--- src/rtl/prog_loader_pkg.sv ---
// rtl/prog_loader_pkg.sv - state encodings for the serial program loader.
// CHK exists only when PROG_LOADER_CHECKSUM_EN is defined.
package prog_loader_pkg;

`ifdef PROG_LOADER_CHECKSUM_EN
    typedef enum logic [2:0] {
        LEN_HI  = 3'd0,
        LEN_LO  = 3'd1,
        DATA_HI = 3'd2,
        DATA_LO = 3'd3,
        WRITE   = 3'd4,
        CHK     = 3'd5,
        DONE    = 3'd6,
        ERROR   = 3'd7
    } state_e;
`else
    typedef enum logic [2:0] {
        LEN_HI  = 3'd0,
        LEN_LO  = 3'd1,
        DATA_HI = 3'd2,
        DATA_LO = 3'd3,
        WRITE   = 3'd4,
        DONE    = 3'd6,
        ERROR   = 3'd7
    } state_e;
`endif

endpackage

--- src/rtl/prog_loader.sv ---
// rtl/prog_loader.sv - byte-stream program loader writing words into instruction RAM.
// Optional trailing XOR checksum byte when PROG_LOADER_CHECKSUM_EN is defined.
module prog_loader
    import prog_loader_pkg::*;
#(
    parameter int DATA_W = 16,
    parameter int ADDR_W = 8
) (
    input  logic              clk,
    input  logic              rst,
    input  logic [7:0]        in_data,
    input  logic              in_valid,
    output logic              in_ready,
    output logic              mem_we,
    output logic [ADDR_W-1:0] mem_addr,
    output logic [DATA_W-1:0] mem_wdata,
    output logic              cpu_rst,
    output logic              done,
    output logic              error
);

    localparam int CNT_W = ADDR_W + 1;
    localparam logic [16:0] MAX_WORDS = 17'(1) << ADDR_W;
`ifdef PROG_LOADER_CHECKSUM_EN
    localparam state_e END_S = CHK;
`else
    localparam state_e END_S = DONE;
`endif

    state_e            state_q, state_d;
    logic [7:0]        len_hi_q, len_hi_d;
    logic [15:0]       len_q, len_d;
    logic [7:0]        hi_q, hi_d;
    logic [CNT_W-1:0]  idx_q, idx_d;
    logic [CNT_W-1:0]  idx_nxt;
    logic [ADDR_W-1:0] mem_addr_q, mem_addr_d;
    logic [DATA_W-1:0] mem_wdata_q, mem_wdata_d;
    logic              mem_we_q, mem_we_d;
    logic              cpu_rst_q, cpu_rst_d;
    logic              done_q, done_d;
    logic              error_q, error_d;
    logic [15:0]       len_in;
    logic              xfer;
`ifdef PROG_LOADER_CHECKSUM_EN
    logic [7:0]        chk_q, chk_d;
`endif

    assign in_ready = !rst && (state_q inside {LEN_HI, LEN_LO, DATA_HI, DATA_LO
`ifdef PROG_LOADER_CHECKSUM_EN
                                               , CHK
`endif
                                               });
    assign xfer    = in_valid && in_ready;
    assign len_in  = {len_hi_q, in_data};
    assign idx_nxt = idx_q + CNT_W'(1);

    always_comb begin
        state_d     = state_q;
        len_hi_d    = len_hi_q;
        len_d       = len_q;
        hi_d        = hi_q;
        idx_d       = idx_q;
        mem_addr_d  = mem_addr_q;
        mem_wdata_d = mem_wdata_q;
`ifdef PROG_LOADER_CHECKSUM_EN
        chk_d       = chk_q;
        if (xfer && state_q != CHK) chk_d = chk_q ^ in_data;
`endif
        case (state_q)
            LEN_HI: if (xfer) begin
                len_hi_d = in_data;
                state_d  = LEN_LO;
            end
            LEN_LO: if (xfer) begin
                len_d = len_in;
                if ({1'b0, len_in} > MAX_WORDS) state_d = ERROR;
                else if (len_in == 16'd0)       state_d = END_S;
                else                            state_d = DATA_HI;
            end
            DATA_HI: if (xfer) begin
                hi_d    = in_data;
                state_d = DATA_LO;
            end
            DATA_LO: if (xfer) begin
                mem_wdata_d = DATA_W'({hi_q, in_data});
                mem_addr_d  = idx_q[ADDR_W-1:0];
                state_d     = WRITE;
            end
            // Counter is one bit wider than the address so a full memory ends cleanly.
            WRITE: begin
                idx_d   = idx_nxt;
                state_d = ({1'b0, len_q} == 17'(idx_nxt)) ? END_S : DATA_HI;
            end
`ifdef PROG_LOADER_CHECKSUM_EN
            CHK: if (xfer) state_d = (in_data == chk_q) ? DONE : ERROR;
`endif
            DONE:    state_d = DONE;
            ERROR:   state_d = ERROR;
            default: state_d = ERROR;
        endcase
        mem_we_d  = (state_d == WRITE);
        cpu_rst_d = (state_d != DONE);
        done_d    = (state_d == DONE);
        error_d   = (state_d == ERROR);
    end

    always_ff @(posedge clk) begin
        if (rst) begin
            state_q     <= LEN_HI;
            len_hi_q    <= '0;
            len_q       <= '0;
            hi_q        <= '0;
            idx_q       <= '0;
            mem_addr_q  <= '0;
            mem_wdata_q <= '0;
            mem_we_q    <= 1'b0;
            cpu_rst_q   <= 1'b1;
            done_q      <= 1'b0;
            error_q     <= 1'b0;
`ifdef PROG_LOADER_CHECKSUM_EN
            chk_q       <= '0;
`endif
        end else begin
            state_q     <= state_d;
            len_hi_q    <= len_hi_d;
            len_q       <= len_d;
            hi_q        <= hi_d;
            idx_q       <= idx_d;
            mem_addr_q  <= mem_addr_d;
            mem_wdata_q <= mem_wdata_d;
            mem_we_q    <= mem_we_d;
            cpu_rst_q   <= cpu_rst_d;
            done_q      <= done_d;
            error_q     <= error_d;
`ifdef PROG_LOADER_CHECKSUM_EN
            chk_q       <= chk_d;
`endif
        end
    end

    assign mem_we    = mem_we_q;
    assign mem_addr  = mem_addr_q;
    assign mem_wdata = mem_wdata_q;
    assign cpu_rst   = cpu_rst_q;
    assign done      = done_q;
    assign error     = error_q;

endmodule

--- config.mk ---
export PLATFORM = sky130hd
export DESIGN_NAME = prog_loader
export DESIGN_NICKNAME = d
export VERILOG_FILES = /design/src/rtl/prog_loader_pkg.sv /design/src/rtl/prog_loader.sv
export SDC_FILE = /design/constraint.sdc
export NUM_CORES = 1
export LEC_CHECK = 0
export ABC_CLOCK_PERIOD_IN_PS = 5200
export CORE_ASPECT_RATIO = 0.6
export CORE_MARGIN = 8
export CORE_UTILIZATION = 58
export DETAILED_ROUTE_END_ITERATION = 10
export PLACE_DENSITY = 0.87
export SLEW_MARGIN = 40
export SYNTH_ARGS = -nofsm -noshare
export SYNTH_HDL_FRONTEND = slang
export SYNTH_SLANG_ARGS = --single-unit
--- constraint.sdc ---
create_clock -name clk -period 5.2 [get_ports clk]
set_clock_uncertainty 0.05 [all_clocks]
set_input_delay 1.04 -clock clk [delete_from_list [all_inputs] [get_ports clk]]
set_output_delay 1.04 -clock clk [all_outputs]
set_load 0.01 [all_outputs]
Word-level counts from Yosys, hierarchy flattened
Cells that the tools add are included.
Word-level totals
  word-level logic and storage cells: 41
  output and inout bits: 29
  register bits: 72
  bits of input ports: 11
Operators by class
  equal/unequal tests: 10
  $lt $le $gt $ge: 1
  muxes and demuxes: 8
  reduce and logical (&&, ||, !) cells: 10
  add/sub/neg operators: 1
Operators with widths (count)
  $mux 3: 7
  $pmux 3 s6: 1
  $eq 16x9->1: 1
  $gt 16x9->1 const B: 1
  $logic_not 16->1: 1
  $eq 3x3->1 const B: 5
  $add 9x1->9 const B: 1
  $reduce_and 2->1: 4
  $eq 3x2->1 const B: 2
  $reduce_bool 4->1: 1
  $eq 3x1->1 const B: 1
  $logic_not 3->1: 1
  $ne 3x3->1 const B: 1
  $logic_and 1x1->1: 2
  $logic_not 1->1: 1

Logic depth before layout (Yosys ltp)
Gate-level depths: netlist of run 1.
  depth after elaboration: 7
  depth in mapped cells: 7
  mapped depth without buffers: 6

Least setup slack after synthesis of run 1
OpenSTA, ideal clock, no wires.
  kind: input to output
  start: input rst
  end: output in_ready
  arrival time: 1863 ps
  setup slack: 2247 ps
  stages: 4
  data required time: 4110 ps
  buffers on the path: 3
  cells stage by stage: buf_2 clkbuf_1 clkbuf_1 nor2_1
On the way
  cells in the longest elaborated chain, start to end: 2
RTL lines
  start: declaration: RTL line prog_loader.sv:10  | input logic rst,
  $logic_not 1->1: RTL line prog_loader.sv:48  | assign in_ready = !rst && (state_q inside {LEN_HI, LEN_LO, DATA_HI, DATA_LO
  $logic_and 1x1->1: RTL line prog_loader.sv:48
  end: declaration: RTL line prog_loader.sv:13  | output logic in_ready,
Every way passes these cells.

Final worst setup path of run 1
Same ends and word-level chain as after synthesis.

==> flow_summary.toml, run 1 <==
[outcome]
status = "completed"

[yosys]
synth_edf_count = 0
synth_compound_area_frac = 0.168
synth_top_area_share = 0.481
syn_area_per_cell_um2 = 8.18
yosys_warnings = 0
ys.flop_type = "dfxtp_1"
synthCells = 366
yosysSeqAreaShare = 0.481
ys_ff_latch = 72
yosys-top-cells-area = "dfxtp_1 48%, nand2_1 11%, a21oi_1 9.0%, o21ai_0 3.2%, mux2i_1 2.7%"
yosysTopAreaCell = "dfxtp_1"
synth_fp_nets = 378
synth-async-reset-ratio = 0
yosys.area_share.simple = 0.236
synthXorXnorAreaFrac = 0.0468
yosysUniqueCellTypes = 43
syn_area_um2 = 2990
synthMuxAreaShare = 0.0267
synth_top_family_by_area = "simple AND/OR/NAND/NOR gates"
synthAdderAreaFrac = 0.00418

[detailed_routing]
met3RoutedLength_um = 729
top_layer_used = "met4"
drt_wl_total_um = 7640
drt_pre_antenna_iters = 5
wl_met1_um = 3500
vias = 2738
dr.first_iter.drc_count = 330
drc = 0
drt.antenna.violating_nets = 0
routedWlPerCell_um = 16.4
vias_per_cell = 5.89
wl_met2_um = 3330

[worst_hold_path]
hold_path_class = "reg2reg"
worstHoldStart = "hi_q[4]$_SDFFE_PP0P_"

[timing]
clock.fmax_ghz = 0.311
setup_viol = 0
fin_setup_tns_ns = 0
holdWs_ns = 0.404
postLayoutSetupSlackWorst_ns = 1.99
hold_violations = 0
rsz0062_at_grt = "false"
fin_crit_sh = 0.618
slew_viol_final = 0
layout_min_cycle_time_ns = 3.21
slew_headroom = 0.476
worst_slew_pin_slew_ns = 0.785

[worst_setup_path]
cp_slowest_cell = "clkdlybuf4s50_1"
cp_data_arrival_time_ns = 2.12
worstPathMaxFanout = 29
worst_setup_path_start_kind = "primary input"
worst_path_largest_cell_delay_ns = 0.51
critical_path_buf_inv_count = 2
rr_startpoint = "state_q[2]$_SDFF_PP0_"
path_cells = "buf_2, nor2_1, clkdlybuf4s50_1"
critPathRequiredTime_ns = 4.11
path_class = "in2out"
cp-end-kind = "primary output"
crit_family = "buffers and inverters"
crit_start = "rst"

[die]
design.die.area_um2 = 7790
die_y_um = 71.7
start_util = 0.595
num_rows = 20
top_level_ports = 40
coreArea_um2 = 5030
die-width_um = 109

[pwr]
p_leak_uw = 0.00130
peakVddDrop_uv = 217
powerDensity_nw_per_um2 = 322

[finish]
drive_above_1_share = 0.0652
fill_cells = 364
syn_to_final_growth_pct = 20.7
fin_nets = 406
final_util = 0.718
diodes = 0
regArea_um2 = 1440
multi_input_area_um2 = 1450

[clock_network]
clk_pin_slew_ns = 0.07
numCtsBuffers = 9
cts.sinks = 72
clk_latency_ns = 0.34
cts_root_buf = "clkbuf_8"
ctsResizeCount = 0
postCtsSetupBuffers = 0
clockBufferDepth = 2
holdBufCountCts = 0
ctsHtreeMaxLevel = 3
cts_tree = "built"

[grt]
grt_pass1_vias = 2577
grt_pass1_wl_um = 12600
gr-total-overflow = 0
antenna_found_initial = 0
grtUsageTotal = 0.203
grt_max_degree = 43

[place]
place_congestion = 0.904
place_ws_ns = 1.57
port_buffers = 39
hpwl_um = 5210

[job]
drv_cap = 0
[registers in the layout, indices dropped and copies added (netlist names), 3 cells and up]
signal     flops
mem_wdata     16
len_hi_q       8
mem_addr       8
len_q         16
hi_q           8
state_q        3
idx_q          9
[worst paths after layout]
check,endpoint,slack [ns],depth (start not counted)
worst max-delay path,in_ready,1.99,3
worst min-delay path,mem_wdata[12]$_SDFFE_PP0P_,0.40,2
worst max register to register,len_q[15]$_SDFFE_PP0P_,2.78,5
worst min register to register,mem_wdata[12]$_SDFFE_PP0P_,0.40,2
[area by class of cell]
type                       count  share of cell area
timing repair buffer          41               0.111
clock inverter                 2              0.0166
multi-input combinational    268               0.401
inverter                       2             0.00208
clock buffer                  14              0.0478
tap                           66              0.0229
sequential                    72               0.399
[worst register-to-register path, delay by kind of cell, from the launching register on]
family / cells / cell delay, ns
flip-flops: 1 / 0.40
AND/OR/NAND/NOR: 4 / 1.71
AO/OA/AOI/OAI: 1 / 0.18
[through the flow]
step                cell area [um2]  cells  total power, uW
floorplan                      2990    366              641
global placement               3370    449              667
detailed placement             3370    449              670
CTS                            3610    465             1160
global route                   3610    465             1200
finish                         3610    465             1160
[kinds of logic (layout without fill, tap and decap cells)]
| logic type | Yosys count | in the layout |
|---|---|---|
| flops | 72 | 72 |
| buf+inv | 26 | 59 |
| compound gates | 90 | 90 |
| mux | 8 | 8 |
| xor+xnor | 16 | 16 |
| simple gates | 153 | 153 |
| fa+ha+maj | 1 | 1 |
[Yosys cell counts (2+ instances only)]
cell / number
a21o_1: 2
a21boi_0: 2
dfxtp_1: 72
o211ai_1: 2
buf_2: 10
a21oi_1: 54
nand2_1: 84
a211o_1: 2
and3_1: 2
o21ai_0: 19
nor3b_1: 2
or4_1: 2
mux2i_1: 8
a21bo_2: 2
nor2_1: 21
nor3_1: 2
clkbuf_1: 14
and4_1: 2
nand2b_1: 3
xor2_1: 9
nor2_2: 2
nor4_1: 5
a31o_2: 2
and2_1: 3
nand3_1: 11
nand4_1: 3
nand3b_1: 3
xnor2_1: 7
nor2b_1: 2
[metal layers]
metal | vias to the layer above | global-route usage
met5 | - | 0
met2 | 122 | 0.291
met3 | 12 | 0.0752
li1 | 1305 | -
met4 | 0 | 0.0558
met1 | 1299 | 0.277
[layout by cell type (no fill, tap or decap), types with 2 or more instances in the layout]
cell type        count
and2_1               3
o21ai_0             19
nor2_2               2
nor2_1              21
nor2b_1              2
nor3b_1              2
nor3_1               2
and3_1               2
xnor2_1              7
a21o_1               2
nand2_1             84
a21oi_1             54
or4_1                2
a31o_2               2
a21boi_0             2
nor4_1               5
clkdlybuf4s50_1     38
clkbuf_8            12
buf_4                2
nand4_1              3
mux2i_1              8
dfxtp_1             72
nand3_1             11
and4_1               2
bufinv_16            2
nand2b_1             3
clkbuf_1             2
nand3b_1             3
a21bo_2              2
a211o_1              2
xor2_1               9
o211ai_1             2
[where the power goes]
group	internal (uW)	switching, uW
combinational	30.4	51.2
clock	310	193
sequential	562	17.6
Note: power is estimated with default switching activity, not from simulation.
==> run 2, diff against run 1 <==
- ABC_CLOCK_PERIOD_IN_PS: 5200 -> 2600
- CORE_UTILIZATION: 58 -> 49
- PLACE_DENSITY: 0.87 -> 0.78
- clock period: 5.2 -> 2.6 ns (I/O delays scaled with it)
==> run 2 against run 1 <==
Non-clock buffer count increased by 10; count of clock-buffer cells in the layout decreased by 5; combinational power increased by 120%; global-route usage decreased by 2.5 points; hold slack improved by 0.0025 ns; register-to-register slack got worse by 2.5 ns; clock power increased by 99%; die area increased by 15%; final area increased by 2.3%; wire length decreased by 1.8%; sequential power increased by 98%; via count decreased by 0.58%.
==> flow_summary.toml, run 2 (synthesized netlist as in run 1, its figures left out) <==
[detailed_routing]
vias = 2722
drc = 0
drt_wl_total_um = 7510
dr.first_iter.drc_count = 285
drt_pre_antenna_iters = 5
vias_per_cell = 5.52
drt.antenna.violating_nets = 0
routedWlPerCell_um = 15.2

[worst_setup_path]
r2r_slack_ns = 0.30
worstPathMaxFanout = 8
crit_family = "compound AO/OA/AOI/OAI gates"
worst_setup_path_start_kind = "register"
r2r_cells = 6
cp_data_arrival_time_ns = 2.51
worst_path_largest_cell_delay_ns = 0.46
cp-end-kind = "register"
critical_path_buf_inv_count = 0
critPathRequiredTime_ns = 2.81
path_cells = "ha_1, nand3_1, o21a_1, nor4b_1, o2111ai_1, a21bo_2"
path_class = "reg2reg"
rr_startpoint = "idx_q[1]$_SDFFE_PP0P_"
cp_slowest_cell = "dfxtp_1"
r2r_end = "cpu_rst$_SDFF_PP1_"

[die]
coreArea_um2 = 6000
top_level_ports = 40
start_util = 0.499
die-width_um = 117
num_rows = 22
die_y_um = 76.6
design.die.area_um2 = 8950

[timing]
rsz0062_at_grt = "false"
slew_viol_final = 0
hold_violations = 0
slew_headroom = 0.668
clock.fmax_ghz = 0.435
worst_slew_pin_slew_ns = 0.498
fin_crit_sh = 0.884
setup_viol = 0
layout_min_cycle_time_ns = 2.30
fin_setup_tns_ns = 0

[clock_network]
clk_latency_ns = 0.35
ctsHtreeMaxLevel = 3
cts_root_buf = "clkbuf_8"
cts_tree = "built"
ctsResizeCount = 0
clk_pin_slew_ns = 0.08
cts.sinks = 72
numCtsBuffers = 9
postCtsSetupBuffers = 0
holdBufCountCts = 0
clockBufferDepth = 2

[finish]
drive_above_1_share = 0.0929
fill_cells = 558
finalInstanceArea_um2 = 3700
regArea_um2 = 1440
multi_input_area_um2 = 1440
final_common_cell = "nand2_1"
diodes = 0
fin_nets = 416
layout_common_cells = "84 x nand2_1, 72 x dfxtp_1, 54 x a21oi_1"
final_util = 0.616
syn_to_final_growth_pct = 23.5

[grt]
grt_pass1_wl_um = 12800
gr-total-overflow = 0
grt_max_degree = 50
grtUsageTotal = 0.178
grt_pass1_vias = 2557
antenna_found_initial = 0

[worst_hold_path]
worstHoldPathCells = 2
worstHoldStart = "mem_wdata[1]$_SDFFE_PP0P_"
hold_path_class = "reg2reg"
whs_endpoint = "mem_wdata[1]$_SDFFE_PP0P_"

[place]
post_dp_cell_area_um2 = 3470
port_buffers = 39
place_congestion = 0.913
hpwl_um = 5280

[pwr]
peakVddDrop_uv = 398
p_leak_uw = 0.00133
powerDensity_nw_per_um2 = 631

[outcome]
status = "completed"

[job]
drv_cap = 0
==> run 2: worst max path at each step <==
stage                                startpoint            endpoint  slack (ns)  cells past startpoint
after floorplan                             rst            in_ready        0.69                      4
after global placement               in_data[4]  cpu_rst$_SDFF_PP1_        0.26                      6
after detailed placement               in_valid  cpu_rst$_SDFF_PP1_        0.22                      6
after CTS                 idx_q[1]$_SDFFE_PP0P_  cpu_rst$_SDFF_PP1_        0.36                      6
after global routing      idx_q[1]$_SDFFE_PP0P_     done$_SDFF_PP0_        0.16                      6
final                     idx_q[1]$_SDFFE_PP0P_  cpu_rst$_SDFF_PP1_        0.30                      6
==> run 2: cell type report <==
class	instances	share of cell area
Clock buffer	9	0.0335
Inverter	2	0.00203
Multi-Input combinational cell	268	0.390
Clock inverter	7	0.0274
Sequential cell	72	0.390
Timing Repair Buffer	51	0.129
Tap cell	84	0.0284
==> run 2: stage by stage <==
step | cells | hold slack, ns | setup WS, ns | total power, uW
after floorplan | 366 | 0.382 | 0.687 | 1280
after global placement | 477 | 0.392 | 0.260 | 1350
final | 493 | 0.406 | 0.301 | 2330
after detailed placement | 477 | 0.394 | 0.220 | 1350
after CTS | 493 | 0.408 | 0.360 | 2350
after global routing | 493 | 0.431 | 0.157 | 2420
==> run 2: worst register-to-register path, delay by kind of cell (launching register included) <==
family / cells / cell delay (ns)
adders and majority gates: 1 / 0.39
and+or+nand+nor: 2 / 0.55
DFF: 1 / 0.46
AOI/OAI and AO/OA: 3 / 0.76
==> run 2: power breakdown <==
group | total [uW] | switching (uW) | leakage, uW | internal [uW]
registers | 1150 | 25.1 | 0.000581 | 1120
clock network | 1000 | 452 | 0.000107 | 550
logic | 181 | 111 | 0.000647 | 70.5
==> run 2: routing by layer <==
layer,global-route usage,vias to the layer above,part of all wire
met5,0,-,0
met4,0.0559,0,0.010
met2,0.236,103,0.41
li1,-,1320,-
met3,0.0578,8,0.071
met1,0.260,1291,0.51
